[src/rtl/md_issue_tracker_pkg.sv]
// md_issue_tracker_pkg: opcode/funct constants and tracker state encoding shared by the MD issue tracker.
package md_issue_tracker_pkg;
    localparam logic [5:0] OP_CAL_MD = 6'b000000;
    localparam logic [5:0] F_MULT    = 6'b011000;
    localparam logic [5:0] F_MULTU   = 6'b011001;
    localparam logic [5:0] F_DIV     = 6'b011010;
    localparam logic [5:0] F_DIVU    = 6'b011011;
    localparam logic [5:0] F_MFHI    = 6'b010000;
    localparam logic [5:0] F_MTHI    = 6'b010001;
    localparam logic [5:0] F_MFLO    = 6'b010010;
    localparam logic [5:0] F_MTLO    = 6'b010011;
    typedef enum logic [1:0] {
        MD_IDLE = 2'd0,
        MD_MUL  = 2'd1,
        MD_DIV  = 2'd2
    } md_state_e;
endpackage

[src/rtl/md_issue_tracker_if.sv]
// md_issue_tracker_if: pipeline-side signals of the MD issue tracker; master drives D/E words and flags.
interface md_issue_tracker_if;
    logic [31:0] instr_D;
    logic [31:0] instr_E;
    logic        Req;
    logic        Busy;
    logic        stall_md;
    logic        md_busy_track;
    logic [3:0]  md_cnt;
    logic        md_err;
    modport master (output instr_D, instr_E, Req, Busy, input stall_md, md_busy_track, md_cnt, md_err);
    modport slave  (input instr_D, instr_E, Req, Busy, output stall_md, md_busy_track, md_cnt, md_err);
endinterface

[src/rtl/md_issue_tracker_md_class_dec.sv]
// md_class_dec: classifies an instruction word as MD-class, start-class (mult/div family) and divide.
module md_class_dec
    import md_issue_tracker_pkg::*;
(
    input  logic [31:0] instr,
    output logic        is_md,
    output logic        is_start,
    output logic        is_div
);
    logic r_type;
    assign r_type   = instr[31:26] == OP_CAL_MD;
    // funct 0110xx is mult/multu/div/divu, 0100xx is mfhi/mthi/mflo/mtlo
    assign is_start = r_type && instr[5:2] == F_MULT[5:2];
    assign is_div   = is_start && instr[1];
    assign is_md    = is_start || (r_type && instr[5:2] == F_MFHI[5:2]);
endmodule

[src/rtl/md_issue_tracker.sv]
// md_issue_tracker: shadows the HI/LO unit's busy window and stalls D on MD-class hazards.
// Optional busy cross-check against the unit's Busy flag is enabled by MD_BUSY_CHECK_EN.
module md_issue_tracker
    import md_issue_tracker_pkg::*;
#(
    parameter int MULT_CYCLES = 5,
    parameter int DIV_CYCLES  = 10
) (
    input logic               clk,
    input logic               reset,
    md_issue_tracker_if.slave bus
);
    md_state_e  state_q, state_d;
    logic [3:0] cnt_q, cnt_d;
    logic       d_md, d_start, d_div;
    logic       e_md, e_start, e_div;
    logic       idle, start;

    md_class_dec u_dec_d (.instr(bus.instr_D), .is_md(d_md), .is_start(d_start), .is_div(d_div));
    md_class_dec u_dec_e (.instr(bus.instr_E), .is_md(e_md), .is_start(e_start), .is_div(e_div));

    assign idle  = state_q == MD_IDLE;
    assign start = e_start && !bus.Req;

    // a start while busy is ignored, matching the MD unit
    always_comb begin
        state_d = idle ? (start ? (e_div ? MD_DIV : MD_MUL) : MD_IDLE) : (cnt_q <= 4'd1 ? MD_IDLE : state_q);
        cnt_d   = idle ? (start ? (e_div ? 4'(DIV_CYCLES) : 4'(MULT_CYCLES)) : 4'd0) : cnt_q - 4'd1;
    end

    always_ff @(posedge clk) begin
        if (reset) begin
            state_q <= MD_IDLE;
            cnt_q   <= 4'd0;
        end else begin
            state_q <= state_d;
            cnt_q   <= cnt_d;
        end
    end

    assign bus.stall_md      = d_md && (start || !idle);
    assign bus.md_busy_track = !idle;
    assign bus.md_cnt        = cnt_q;

`ifdef MD_BUSY_CHECK_EN
    logic err_q;
    always_ff @(posedge clk) begin
        if (reset)
            err_q <= 1'b0;
        else if (bus.md_busy_track != bus.Busy)
            err_q <= 1'b1;
    end
    assign bus.md_err = err_q;
`else
    assign bus.md_err = 1'b0;
`endif
endmodule

[src/flat_wrapper.sv]
// flat-port wrapper written by rule: the top's interface ports become plain ports
module md_issue_tracker_flat import md_issue_tracker_pkg::*;
#(
    parameter int MULT_CYCLES = 5,
    parameter int DIV_CYCLES  = 10
)
  (clk, reset, bus_instr_D, bus_instr_E, bus_Req, bus_Busy, bus_stall_md, bus_md_busy_track, bus_md_cnt, bus_md_err);
  md_issue_tracker_if bus_i ();
  input logic clk;
  input logic reset;
  input wire logic [$bits(bus_i.instr_D)-1:0] bus_instr_D;
  input wire logic [$bits(bus_i.instr_E)-1:0] bus_instr_E;
  input wire logic [$bits(bus_i.Req)-1:0] bus_Req;
  input wire logic [$bits(bus_i.Busy)-1:0] bus_Busy;
  output wire logic [$bits(bus_i.stall_md)-1:0] bus_stall_md;
  output wire logic [$bits(bus_i.md_busy_track)-1:0] bus_md_busy_track;
  output wire logic [$bits(bus_i.md_cnt)-1:0] bus_md_cnt;
  output wire logic [$bits(bus_i.md_err)-1:0] bus_md_err;
  assign bus_i.instr_D = bus_instr_D;
  assign bus_i.instr_E = bus_instr_E;
  assign bus_i.Req = bus_Req;
  assign bus_i.Busy = bus_Busy;
  assign bus_stall_md = bus_i.stall_md;
  assign bus_md_busy_track = bus_i.md_busy_track;
  assign bus_md_cnt = bus_i.md_cnt;
  assign bus_md_err = bus_i.md_err;
  md_issue_tracker #(.MULT_CYCLES(MULT_CYCLES), .DIV_CYCLES(DIV_CYCLES)) u_core (.clk(clk), .reset(reset), .bus(bus_i));
endmodule
[config.mk]
export PLATFORM = sky130hd
export DESIGN_NAME = md_issue_tracker_flat
export DESIGN_NICKNAME = d
export VERILOG_FILES = /design/src/rtl/md_issue_tracker_pkg.sv /design/src/rtl/md_issue_tracker_if.sv /design/src/rtl/md_issue_tracker_md_class_dec.sv /design/src/rtl/md_issue_tracker.sv /design/src/flat_wrapper.sv
export SDC_FILE = /design/constraint.sdc
export NUM_CORES = 1
export LEC_CHECK = 0
export ABC_CLOCK_PERIOD_IN_PS = 1700
export CORE_ASPECT_RATIO = 0.8
export CORE_UTILIZATION = 19
export DETAILED_ROUTE_END_ITERATION = 10
export PLACE_DENSITY = 0.92
export SYNTH_ARGS = -nofsm -noshare
export SYNTH_HDL_FRONTEND = slang
export SYNTH_SLANG_ARGS = --single-unit
[constraint.sdc]
create_clock -name clk -period 1.7 [get_ports clk]
set_input_delay 0.17 -clock clk [delete_from_list [all_inputs] [get_ports clk]]
set_output_delay 0.17 -clock clk [all_outputs]
set_load 0.02 [all_outputs]
==> metrics.cfg <==
[clocking]
cts_tree=yes
clockBufferDepth=2
clkTransAtPathRegs_ps=40
clock-sinks=6
post_cts_buffers=0
cts_made_buffers=3
cts_root_buffer=clkbuf_4
clk_latency_ps=250
cts_max_level=1

[placed_design]
placed_area_sq_um=697
pre_cts_ws_ps=-318
io_buffers=28
place_inst=94
dp_hpwl_um=1090
place.gp.congestion=0.805

[layout]
post-route-cell-area_sq_um=714
nets=147
drive_gt1_frac=0.160
utilization=0.418
finalNonFillerCells=97
antenna_cells=0
syn2layout_area_growth_pct=94.9

[synth]
synth.most_common_cell=dfxtp_1
syn_inst=41
ys_seq_area_frac=0.328
synth_largest_area_cell=dfxtp_1
synth_top_area_frac=0.328
ys_top_cells_by_count=dfxtp_1, a21oi_1, inv_1, nor4_1, o31ai_1
yosys-top-cells-area=dfxtp_1, ha_1, o31ai_1, nor4_4, a21oi_1
synthesis.area_sq_um=367
ys_ff_latch=6
synth-edff-count=0
async_reset_ff_frac=0
yosysWarnings=0
syn-num-nets=111
synth_cell_type_count=23
postSynthAreaPerCell_sq_um=8.94
ys.flop_type=dfxtp_1

[min_path]
hp-class=flop to flop
holdPathStages=2
hold_path_end=u_core.state_q[1]$_SDFFE_PP0P_
hp-start=u_core.state_q[1]$_SDFFE_PP0P_

[job]
drv_cap=0

[setup_path]
rrSetupSlack_ps=380
crit_path_end_kind=output pin
worst_ep_arrival_time_ps=1400
r2r-start=u_core.bus.md_cnt[0]$_SDFF_PP0_
critPathLaunchType=primary input
crit_required_ps=1530
ff2ff_path_depth=4
reg2reg_to=u_core.bus.md_cnt[1]$_SDFF_PP0_
path_max_fanout=2
path_class=primary input to output pin

[floorplan]
fp.coreArea_sq_um=1710
fp.dieW_um=51.1
rows=13
die_h_um=41.3
io_pins=75
dieArea_sq_um=2110
start_util=0.215

[pwr]
p_switching_mw=0.0696
p_seq_frac=0.413
leakage_nw=0.277
intPower_mw=0.272
clkPwrFrac=0.382
power_density_nw_per_um2=479
peakVddDrop_v=0.000465
power.share.combinational=0.205
sw_frac_of_total=0.204
power_mw=0.342

[grt]
gr-usage-all-layers=0.136
grt_pass1_vias=446
grt_max_degree=8
antenna_found_initial=0
grt_pass1_wl_um=1930
grt_overflow_total=0

[status]
status=finished, final reports clean

[sta]
period_minus_slack_ps=1570
setup-violations-final=0
fin_ws_ps=125
max_freq_mhz=635
fin_crit_sh=0.926
skew_ps=7.59
slew_violations=0
rsz0062_at_grt=false
hold_violations=0

[drt]
antenna_left=0
via_per_inst=4.72
wl_per_cell_um=13.1
dr_total_vias=458
drt-total-wl_um=1270
initialDrtViolationCount=10
first_pass_iters=4
drcViolationCount=0

critical path, cell delays in order:
cell	delay, ps
clkdlybuf4s50_1	460
nor4_4	310
nand3_1	100
a21oi_1	180
buf_2	190
power groups by stage:
stage	Clock, mW	Combinational, mW	Sequential [mW]
2_1_floorplan	0	0.0115	0.144
6_report	0.131	0.0700	0.141
3_5_place_dp	0	0.0702	0.144
4_1_cts	0.134	0.0706	0.141
3_3_place_gp	0	0.0688	0.144
5_1_grt	0.142	0.0742	0.141
routing by layer:
layer | share of wire | track usage | vias to the layer above | wire (um)
li1 | - | - | 224 | -
met1 | 0.36 | 0.120 | 210 | 457
met2 | 0.53 | 0.276 | 20 | 675
met3 | 0.082 | 0.0688 | 4 | 105
met4 | 0.028 | 0.0556 | 0 | 36
met5 | 0 | 0 | - | 0
cell type report:
type | instances | area (sq um)
tap | 22 | 27.5
sequential | 6 | 120
fill | 170 | 993
inverter | 4 | 15.0
clock buffer | 3 | 22.5
multi-input combinational | 30 | 224
timing repair buffer | 32 | 305
stage by stage:
stage	hold WS, ps	TNS, ps
after floorplan	239	0
final	525	0
after CTS	523	0
after global routing	571	0
after detailed placement	517	-318
after global placement	510	-321
cells by family after synthesis:
logic type,count (synthesis),share of synthesized area
and+or+nand+nor,16,0.328
AOI/OAI and AO/OA,10,0.181
DFF,6,0.328
buffers and inverters,5,0.0614
adders and majority gates,2,0.0682
xor gates and xnor gates,1,0.0239
other,1,0.0102
repair_timing:
item,4_1_cts,5_1_grt
hold buffers,0,0
setup endpoints to repair,1,1
gates resized for setup,3,1
how the worst max path moves through the flow:
| stage | start | end | slack [ps] | cells after the start |
|---|---|---|---|---|
| finish | bus_instr_E[29] | bus_stall_md | 130 | 5 |
| CTS | bus_instr_E[29] | bus_stall_md | 10 | 5 |
| global route | bus_instr_E[29] | bus_stall_md | 30 | 5 |
| floorplan | u_core.bus.md_cnt[0]$_SDFF_PP0_ | u_core.bus.md_cnt[1]$_SDFF_PP0_ | 410 | 4 |
| detailed placement | bus_instr_E[29] | bus_stall_md | -320 | 5 |
| global placement | bus_instr_E[29] | bus_stall_md | -320 | 5 |
cells in the final DEF, fill, tap and decap left out, drive strengths merged:
cell / instances
clkbuf: 3
o31ai: 3
or2: 1
nor3b: 1
nand4: 2
buf: 5
clkdlybuf4s50: 27
o22ai: 1
dfxtp: 6
nand3: 1
a21oi: 4
nand2: 1
inv: 4
ha: 2
nand4b: 1
xnor2: 1
nor2: 2
nor4: 4
o31a: 1
nor3: 2
o311ai: 1
conb: 1
and4bb: 1
flip-flops by register name (all words and copies together), names as in the netlist:
signal             cells
u_core.bus.md_cnt      4
u_core.state_q         2
No activity file was read; power rests on OpenSTA's default activity.
